$ cat src/rtl/clk_ratio_meter.sv
// clk_ratio_meter: measures period and high time of sig_in in clk_in cycles, with stopped-clock timeout.
// Optional ratio lock detector enabled by defining LOCK_DETECT_EN.
module clk_ratio_meter #(
    parameter int CNT_W       = 16,
    parameter int SYNC_STAGES = 2,
    parameter int LOCK_CNT    = 4,
    parameter int TOL         = 0
) (
    input  logic             clk_in,
    input  logic             rst,
    input  logic             en,
    input  logic             sig_in,
    input  logic [CNT_W-1:0] exp_ratio,
    output logic             m_valid,
    input  logic             m_ready,
    output logic [CNT_W-1:0] m_period,
    output logic [CNT_W-1:0] m_high,
    output logic             m_overflow,
    output logic             m_overrun,
    output logic             locked,
    output logic             busy
);
    typedef enum logic [1:0] {IDLE, ARM, MEAS} state_t;
    localparam logic [CNT_W-1:0] MAX = '1;
    state_t state_q;
    logic [SYNC_STAGES-1:0] sync_q;
    logic sync_prev_q, ovr_pend_q;
    logic [CNT_W-1:0] per_q, hi_q, hi_d;
    logic sync, rise, cap, load;
    assign sync = sync_q[SYNC_STAGES-1];
    assign rise = sync & ~sync_prev_q;
    // A rise coinciding with the timeout wins and is captured normally.
    assign cap  = en && state_q == MEAS && (rise || per_q == MAX);
    assign load = cap && (!m_valid || m_ready);
    assign hi_d = hi_q + {{(CNT_W-1){1'b0}}, sync && hi_q != MAX};
    assign busy = state_q != IDLE;
    always_ff @(posedge clk_in or posedge rst) begin
        if (rst) begin
            state_q     <= IDLE;
            sync_q      <= '0;
            sync_prev_q <= 1'b0;
            per_q       <= '0;
            hi_q        <= '0;
            ovr_pend_q  <= 1'b0;
            m_valid     <= 1'b0;
            m_period    <= '0;
            m_high      <= '0;
            m_overflow  <= 1'b0;
            m_overrun   <= 1'b0;
        end else begin
            sync_q      <= {sync_q[SYNC_STAGES-2:0], sig_in};
            sync_prev_q <= sync;
            if (!en) begin
                state_q <= IDLE;
                per_q   <= '0;
                hi_q    <= '0;
            end else begin
                case (state_q)
                    IDLE: state_q <= ARM;
                    ARM: if (rise) begin
                        state_q <= MEAS;
                        per_q   <= CNT_W'(1);
                        hi_q    <= CNT_W'(1);
                    end
                    default: if (rise) begin
                        per_q <= CNT_W'(1);
                        hi_q  <= CNT_W'(1);
                    end else if (per_q == MAX) begin
                        state_q <= ARM;
                        per_q   <= '0;
                        hi_q    <= '0;
                    end else begin
                        per_q <= per_q + CNT_W'(1);
                        hi_q  <= hi_d;
                    end
                endcase
            end
            if (load) begin
                m_valid    <= 1'b1;
                m_period   <= per_q;
                m_high     <= hi_q;
                m_overflow <= !rise;
                m_overrun  <= ovr_pend_q;
                ovr_pend_q <= 1'b0;
            end else if (cap) begin
                ovr_pend_q <= 1'b1;
            end else if (m_ready) begin
                m_valid <= 1'b0;
            end
        end
    end
`ifdef LOCK_DETECT_EN
    localparam int LW = $clog2(LOCK_CNT + 1);
    logic [LW-1:0] lock_q;
    logic [CNT_W-1:0] diff;
    assign diff = per_q >= exp_ratio ? per_q - exp_ratio : exp_ratio - per_q;
    // Dropped captures still count toward lock.
    always_ff @(posedge clk_in or posedge rst) begin
        if (rst) begin
            lock_q <= '0;
            locked <= 1'b0;
        end else if (!en || (cap && (!rise || diff > CNT_W'(TOL)))) begin
            lock_q <= '0;
            locked <= 1'b0;
        end else if (cap) begin
            lock_q <= lock_q == LW'(LOCK_CNT) ? lock_q : lock_q + LW'(1);
            locked <= lock_q >= LW'(LOCK_CNT - 1);
        end
    end
`else
    logic unused_cfg;
    assign unused_cfg = ^{exp_ratio, LOCK_CNT != TOL};
    assign locked = 1'b0;
`endif
endmodule
$ cat config.mk
export PLATFORM = sky130hd
export DESIGN_NAME = clk_ratio_meter
export DESIGN_NICKNAME = d
export VERILOG_FILES = /design/src/rtl/clk_ratio_meter.sv
export SDC_FILE = /design/constraint.sdc
export NUM_CORES = 1
export LEC_CHECK = 0
export CAP_MARGIN = 10
export CORE_MARGIN = 3
export CORE_UTILIZATION = 67
export DETAILED_ROUTE_END_ITERATION = 16
export DONT_BUFFER_PORTS = 1
export PLACE_DENSITY = 0.8
export SLEW_MARGIN = 25
export SYNTH_ARGS = -nofsm -noshare
export SYNTH_HDL_FRONTEND = slang
export SYNTH_SLANG_ARGS = --single-unit
$ cat constraint.sdc
create_clock -name clk_in -period 3.9 [get_ports clk_in]
set_clock_uncertainty 0.15 [all_clocks]
set_input_delay 0.78 -clock clk_in [delete_from_list [all_inputs] [get_ports clk_in]]
set_output_delay 0.78 -clock clk_in [all_outputs]
set_load 0.05 [all_outputs]
==> results.toml, run 1 <==
[clock_tree]
cts.repair.resized = 0
clock_tree_from_tritoncts = "done"
cts_setup_buffers = 0
cts_hold_repair.buffers = 0
htreeDepth = 3
cts-buffers-inserted = 9
max-clock-path-buffers = 2
clkSlewWorstSetupHoldPaths_ns = 0.07
clockRootBuffer = "sky130_fd_sc_hd__clkbuf_8"
sink_count = 73
clkLatencyLatePin_ns = 0.34

[cells_and_area]
final.fill_count = 346
antennaDiodeCount = 0
drive_gt1_frac = 0.170
area_grow_syn2layout_pct = 7.20
final_cells = 397
design.final.nets = 351

[synthesis]
postSynth.asyncResetShare = 1.00
synth_adder_area_share = 0.0110
synth_top_area_share = 0.536
post_synth.cell_area_avg_um2 = 10.5
synth_seq_cells = 73
dominant_combinational_cell_family_by_area_after_synthesis = "simple AND/OR/NAND/NOR gates"
synth_warnings = 0
synthesis.area_um2 = 3410
yosys.area.top_type = "sky130_fd_sc_hd__dfrtp_1"
netlist_top_cells_count = "73 x sky130_fd_sc_hd__dfrtp_1, 43 x sky130_fd_sc_hd__o21ai_0, 31 x sky130_fd_sc_hd__nand2_1, 20 x sky130_fd_sc_hd__nand3_1, 20 x sky130_fd_sc_hd__nor3_1"
synth.net_count = 350
synth_ff_type = "sky130_fd_sc_hd__dfrtp_1"
synth_enable_flop_cells = 0
netlist_instances = 326
synthXorXnorAreaFrac = 0
yosys-mux-area-fraction = 0.113
post_synthesis_sequential_area_ratio = 0.536
synth.most_common_cell = "sky130_fd_sc_hd__dfrtp_1"
post_synthesis_compound_gate_area_fraction = 0.128
ys_top_cells_by_area = "sky130_fd_sc_hd__dfrtp_1 54%, sky130_fd_sc_hd__o21ai_0 6.3%, sky130_fd_sc_hd__mux2_2 6.3%"
synth_simple_gate_area_share = 0.182
netlist-cell-type-count = 42

[route]
finalWirelength_mm = 6.80
route.vias.total = 2581
drc = 0
first_pass_iters = 5
detail-route-antenna-nets = 0
dr.first_iter.drc_count = 231
routed_wire_length_per_instance_um = 17.1
via_to_cell_ratio = 6.50

[flow_run]
reported_max_cap_violation_count = 0

[worst_setup_path]
critical_path.slowest_cell = "sky130_fd_sc_hd__nor3_1"
worst_ep_required_time_ns = 3.96
worst_path_largest_cell_delay_ns = 0.59
timing.critical_path.cells = "and3_1, nand3_1, or3_1, o31a_1, ha_1, nand4_1, nor3_1, a211oi_1, o21ai_0, o21ai_0"
cp_max_fanout = 8
worst-path-buf-inv = 0
cpMostUsedCell = "sky130_fd_sc_hd__o21ai_0"
path_delay_family = "simple AND/OR/NAND/NOR gates"
worstPathArrival_ns = 2.88
startpoint_type_of_the_worst_setup_path = "flop"
timing_worst_setup_path_type = "reg -> reg"
worst_setup_path_end_kind = "flop"

[placement]
place_hpwl_mm = 4.59
port_buf_inserts = 0
finalWeightedCongestion = 0.829
placedCellCount = 383
dp_slack_ns = 1.17

[sta]
hold_viol = 0
timing.final.ws_setup_ns = 1.08
setup_repair_after_global_routing_missed_its_margin = "no"
least_margin_pin_slew_ns = 0.780
setup_total_negative_slack_ns = 0
period_minus_slack_ns = 2.82
final_max_slew_viol_count = 0
post-route-period-util = 0.723
hold_ws_ns = 0.199
fmax_mhz = 354
timing.final.setup_violations = 0
max_slew_margin = 0.478

[die]
core_ar_um2 = 4820
fp-row-count = 25
chipWidth_um = 77.3
io_pins = 58
die_y_extent_um = 77.3
die_footprint_um2 = 5980
initial_core_util = 0.708

[global_routing]
grt_pass1_wl_mm = 11.9
grt_max_degree = 41
grtUsageTotal = 0.252
initial_antenna_violation_count = 0
grt.overflow.total = 0
grt_pass1_vias = 2468

[pwr]
vdd.ir_drop.worst_mv = 0.284
leakagePower_nw = 1.64
power-per-cell-area_nw_per_um2 = 376

[status]
result_of_the_run = "complete, no violations"

[min_path]
min_path_type = "reg -> reg"
==> worst paths after layout <==
path | start | cells after the start | slack, ns | to
hold / removal | sync_q[0] | 0 | 0.20 | sync_q[1]
setup / recovery | hi_q[9] | 10 | 1.08 | hi_q[10]
max in group asynchronous | rst | 2 | 2.67 | hi_q[3]
setup reg to reg | hi_q[9] | 10 | 1.08 | hi_q[10]
min in group asynchronous | rst | 1 | 0.29 | per_q[12]
hold reg to reg | sync_q[0] | 0 | 0.20 | sync_q[1]
==> layout by cell type, fill, tap and decap left out, types with 2 or more instances in the layout <==
cell,Yosys,routed
sky130_fd_sc_hd__mux2_4,10,10
sky130_fd_sc_hd__and2_1,2,2
sky130_fd_sc_hd__a21oi_1,8,8
sky130_fd_sc_hd__nor3_1,20,20
sky130_fd_sc_hd__o21ai_0,43,43
sky130_fd_sc_hd__nand3_1,20,20
sky130_fd_sc_hd__clkbuf_8,0,11
sky130_fd_sc_hd__nand2b_1,4,4
sky130_fd_sc_hd__nand4_2,2,2
sky130_fd_sc_hd__nor2_1,15,15
sky130_fd_sc_hd__or3_1,4,4
sky130_fd_sc_hd__nand4_1,7,7
sky130_fd_sc_hd__o31ai_1,3,3
sky130_fd_sc_hd__dfrtp_1,73,73
sky130_fd_sc_hd__nand2_1,31,31
sky130_fd_sc_hd__a211oi_1,4,4
sky130_fd_sc_hd__nor4_1,6,6
sky130_fd_sc_hd__buf_4,1,5
sky130_fd_sc_hd__nor2b_1,2,2
sky130_fd_sc_hd__a31oi_1,7,7
sky130_fd_sc_hd__ha_1,3,3
sky130_fd_sc_hd__and3_1,2,2
sky130_fd_sc_hd__mux2i_1,2,2
sky130_fd_sc_hd__a22o_1,2,2
sky130_fd_sc_hd__inv_1,6,5
sky130_fd_sc_hd__or2_2,3,3
sky130_fd_sc_hd__clkbuf_1,10,3
sky130_fd_sc_hd__mux2_2,19,19
==> final cells by class <==
type | count | area (µm²) | share of cell area
Sequential cell | 73 | 1830 | 0.500
Multi-Input combinational cell | 231 | 1500 | 0.411
Clock buffer | 14 | 163 | 0.0445
Tap cell | 67 | 83.8 | 0.0229
Timing Repair Buffer | 6 | 57.6 | 0.0158
Inverter | 6 | 22.5 | 0.00616
==> sequential cells by signal, indices dropped and copies added (netlist names) <==
| name | flops |
|---|---|
| m_period | 16 |
| sync_prev_q | 1 |
| m_overrun | 1 |
| m_overflow | 1 |
| hi_q | 16 |
| m_high | 16 |
| state_q | 2 |
| per_q | 16 |
| m_valid | 1 |
| sync_q | 2 |
| ovr_pend_q | 1 |
==> worst reg2reg max path: stages (launching register included) <==
cell and delay, ns:
sky130_fd_sc_hd__dfrtp_1 0.46, sky130_fd_sc_hd__and3_1 0.21, sky130_fd_sc_hd__nand3_1 0.12, sky130_fd_sc_hd__or3_1 0.11, sky130_fd_sc_hd__o31a_1 0.14, sky130_fd_sc_hd__ha_1 0.19, sky130_fd_sc_hd__nand4_1 0.29, sky130_fd_sc_hd__nor3_1 0.59
sky130_fd_sc_hd__a211oi_1 0.15, sky130_fd_sc_hd__o21ai_0 0.17, sky130_fd_sc_hd__o21ai_0 0.11
==> logic make-up (layout without fill, tap and decap cells) <==
kind of cell / after synthesis / count (layout)
AO/OA/AOI/OAI: 75 / 75
adder cells (fa/ha/maj): 3 / 3
buffers and inverters: 22 / 26
flip-flops: 73 / 73
multiplexers: 31 / 31
other: 1 / 1
AND/OR/NAND/NOR: 121 / 121
==> metal layers <==
layer,part of all wire,vias up,track usage
met2,0.46,115,0.389
met3,0.071,16,0.0610
met1,0.44,1263,0.340
li1,-,1187,-
met4,0.023,0,0.109
met5,0,-,0
==> through the flow <==
step | total power, mW | area, µm² | utilization
2_1_floorplan | 0.856 | 3410 | -
3_3_place_gp | 0.873 | 3490 | 0.725
3_5_place_dp | 0.876 | 3490 | 0.725
4_1_cts | 1.38 | 3650 | 0.758
5_1_grt | 1.43 | 3650 | 0.758
6_report | 1.37 | 3650 | 0.758
==> power by group <==
part | internal (mW) | leakage, nW | switching (mW)
Clock | 0.260 | 0.0826 | 0.252
Sequential | 0.765 | 1.01 | 0.0196
Combinational | 0.0222 | 0.552 | 0.0537
(Power assumes the default switching activity.)
==> inputs of run 2 (changes only) <==
--- a/config.mk
+++ b/config.mk
@@ -7,10 +7,10 @@
 export LEC_CHECK = 0
 export CAP_MARGIN = 10
 export CORE_MARGIN = 3
-export CORE_UTILIZATION = 67
+export CORE_UTILIZATION = 63
 export DETAILED_ROUTE_END_ITERATION = 16
 export DONT_BUFFER_PORTS = 1
-export PLACE_DENSITY = 0.8
+export PLACE_DENSITY = 0.76
 export SLEW_MARGIN = 25
 export SYNTH_ARGS = -nofsm -noshare
 export SYNTH_HDL_FRONTEND = slang
==> constraint.sdc (replaced) <==
create_clock -name clk_in -period 2.7 [get_ports clk_in]
set_clock_uncertainty 0.15 [all_clocks]
set_input_delay 0.54 -clock clk_in [delete_from_list [all_inputs] [get_ports clk_in]]
set_output_delay 0.54 -clock clk_in [all_outputs]
set_load 0.05 [all_outputs]
==> run 2 against run 1 <==
Net effect: sequential share of layout area down 3.0 points; clock power is 100% higher; hold slack got worse by 0.16 ns; power grew 67%; largest cell class unchanged.
==> results.toml, run 2 (synthesized netlist as in run 1, its figures left out) <==
[pwr]
vdd.ir_drop.worst_mv = 0.420
power-per-cell-area_nw_per_um2 = 589
totalPowerFinal_mw = 2.29
leakagePower_nw = 1.75

[die]
core_ar_um2 = 5170
die_footprint_um2 = 6330
chipWidth_um = 79.6
io_pins = 58
initial_core_util = 0.659
die_y_extent_um = 79.6
fp-row-count = 26

[route]
routed_wire_length_per_instance_um = 17.6
detail-route-antenna-nets = 0
route.vias.total = 2574
first_pass_iters = 4
drc = 0
dr.first_iter.drc_count = 244
finalWirelength_mm = 7.34
via_to_cell_ratio = 6.17

[global_routing]
grt_pass1_vias = 2478
grtUsageTotal = 0.247
grt.overflow.total = 0
initial_antenna_violation_count = 0
grt_pass1_wl_mm = 11.9
grt_max_degree = 38

[worst_setup_path]
reg2reg_from = "hi_q[10]"
cp-startpoint = "hi_q[10]"
worst_path_largest_cell_delay_ns = 0.41
r2r_end = "hi_q[5]"
worst_ep_required_time_ns = 2.83
worst_setup_path_end_kind = "flop"
reg2regPathDepth = 10
startpoint_type_of_the_worst_setup_path = "flop"
worstPathArrival_ns = 2.66
timing_worst_setup_path_type = "reg -> reg"
cp_max_fanout = 6
timing.critical_path.cells = "and3_4, nand3_2, or3_1, o31a_1, ha_2, nand4_1, buf_4, nor2_1, o31ai_1, a22o_1"
critical_path.slowest_cell = "sky130_fd_sc_hd__dfrtp_2"
register_to_register_setup_slack_ns = 0.17
path_delay_family = "simple AND/OR/NAND/NOR gates"
worst-path-buf-inv = 1

[clock_tree]
clkSlewWorstSetupHoldPaths_ns = 0.08
clockRootBuffer = "sky130_fd_sc_hd__clkbuf_8"
sink_count = 73
clock_tree_from_tritoncts = "done"
htreeDepth = 3
clkLatencyLatePin_ns = 0.35
cts_hold_repair.buffers = 0
max-clock-path-buffers = 2
cts-buffers-inserted = 9

[sta]
setup_total_negative_slack_ns = 0
least_margin_pin_slew_ns = 0.600
fmax_mhz = 395
final_max_slew_viol_count = 0
post-route-period-util = 0.937
hold_viol = 0
period_minus_slack_ns = 2.53
timing.final.setup_violations = 0
max_slew_margin = 0.597

[placement]
placedCellCount = 397
finalWeightedCongestion = 0.830
place_hpwl_mm = 4.82
port_buf_inserts = 0
detailed_place.area_um2 = 3580

[cells_and_area]
final_area_um2 = 3890
drive_gt1_frac = 0.239
antennaDiodeCount = 0
area_grow_syn2layout_pct = 14.1
design.final.nets = 366
final.fill_count = 352
final_cells = 417
layout.cells.most_common = "sky130_fd_sc_hd__dfrtp_1"
commonest_cells_after_routing_fill_and_taps_aside = "72 x sky130_fd_sc_hd__dfrtp_1, 43 x sky130_fd_sc_hd__o21ai_0, 31 x sky130_fd_sc_hd__nand2_1, 20 x sky130_fd_sc_hd__nor3_1, 20 x sky130_fd_sc_hd__buf_4"
layout.core_utilization = 0.752

[flow_run]
reported_max_cap_violation_count = 0

[status]
result_of_the_run = "complete, no violations"

[min_path]
min_path_type = "in -> async"
run 2: worst max-delay path by stage:
stage / endpoint / slack [ns] / cells past startpoint
2_1_floorplan: hi_q[0] / 0.16 / 1
3_3_place_gp: hi_q[7] / 0.15 / 8
3_5_place_dp: hi_q[7] / 0.11 / 8
4_1_cts: hi_q[7] / 0.07 / 8
5_1_grt: hi_q[5] / -0.02 / 10
6_report: hi_q[5] / 0.17 / 10
run 2: final cells by class:
type,instances,area [µm²],area share
inverters,6,22.5,0.00579
clock inverters,5,103,0.0264
flip-flops and latches,73,1830,0.470
repair buffers,21,178,0.0457
clock buffers,11,141,0.0363
well taps,70,87.6,0.0225
multi-input cells,231,1530,0.393
run 2: worst register-to-register path: cells and delay by family (launching register included):
family / cells / cell delay [ns]
adder cells (fa/ha/maj): 1 / 0.20
AND/OR/NAND/NOR: 5 / 0.83
flip-flops: 1 / 0.41
buffers and inverters: 1 / 0.17
AO/OA/AOI/OAI: 3 / 0.70
run 2: per-layer routing:
layer / global-route usage / vias up / share of wire
li1: - / 1220 / -
met1: 0.336 / 1248 / 0.45
met2: 0.380 / 95 / 0.48
met3: 0.0598 / 11 / 0.063
met4: 0.101 / 0 / 0.016
met5: 0 / - / 0
run 2: stage by stage:
stage / hold WS, ns / setup slack [ns]
after floorplan: 0.181 / 0.157
after global placement: 0.182 / 0.150
after detailed placement: 0.201 / 0.105
after CTS: 0.0506 / 0.0713
after global routing: 0.0471 / -0.0158
final: 0.0360 / 0.170
run 2: what timing repair did:
item	CTS	global route
hold endpoints to repair	0	0
setup buffers	0	4
resized for setup	0	8
endpoints found under the setup margin	0	12
run 2: report_power, final:
part	switching, mW	internal [mW]
clock network	0.402	0.638
registers	0.0257	1.10
logic	0.0838	0.0381
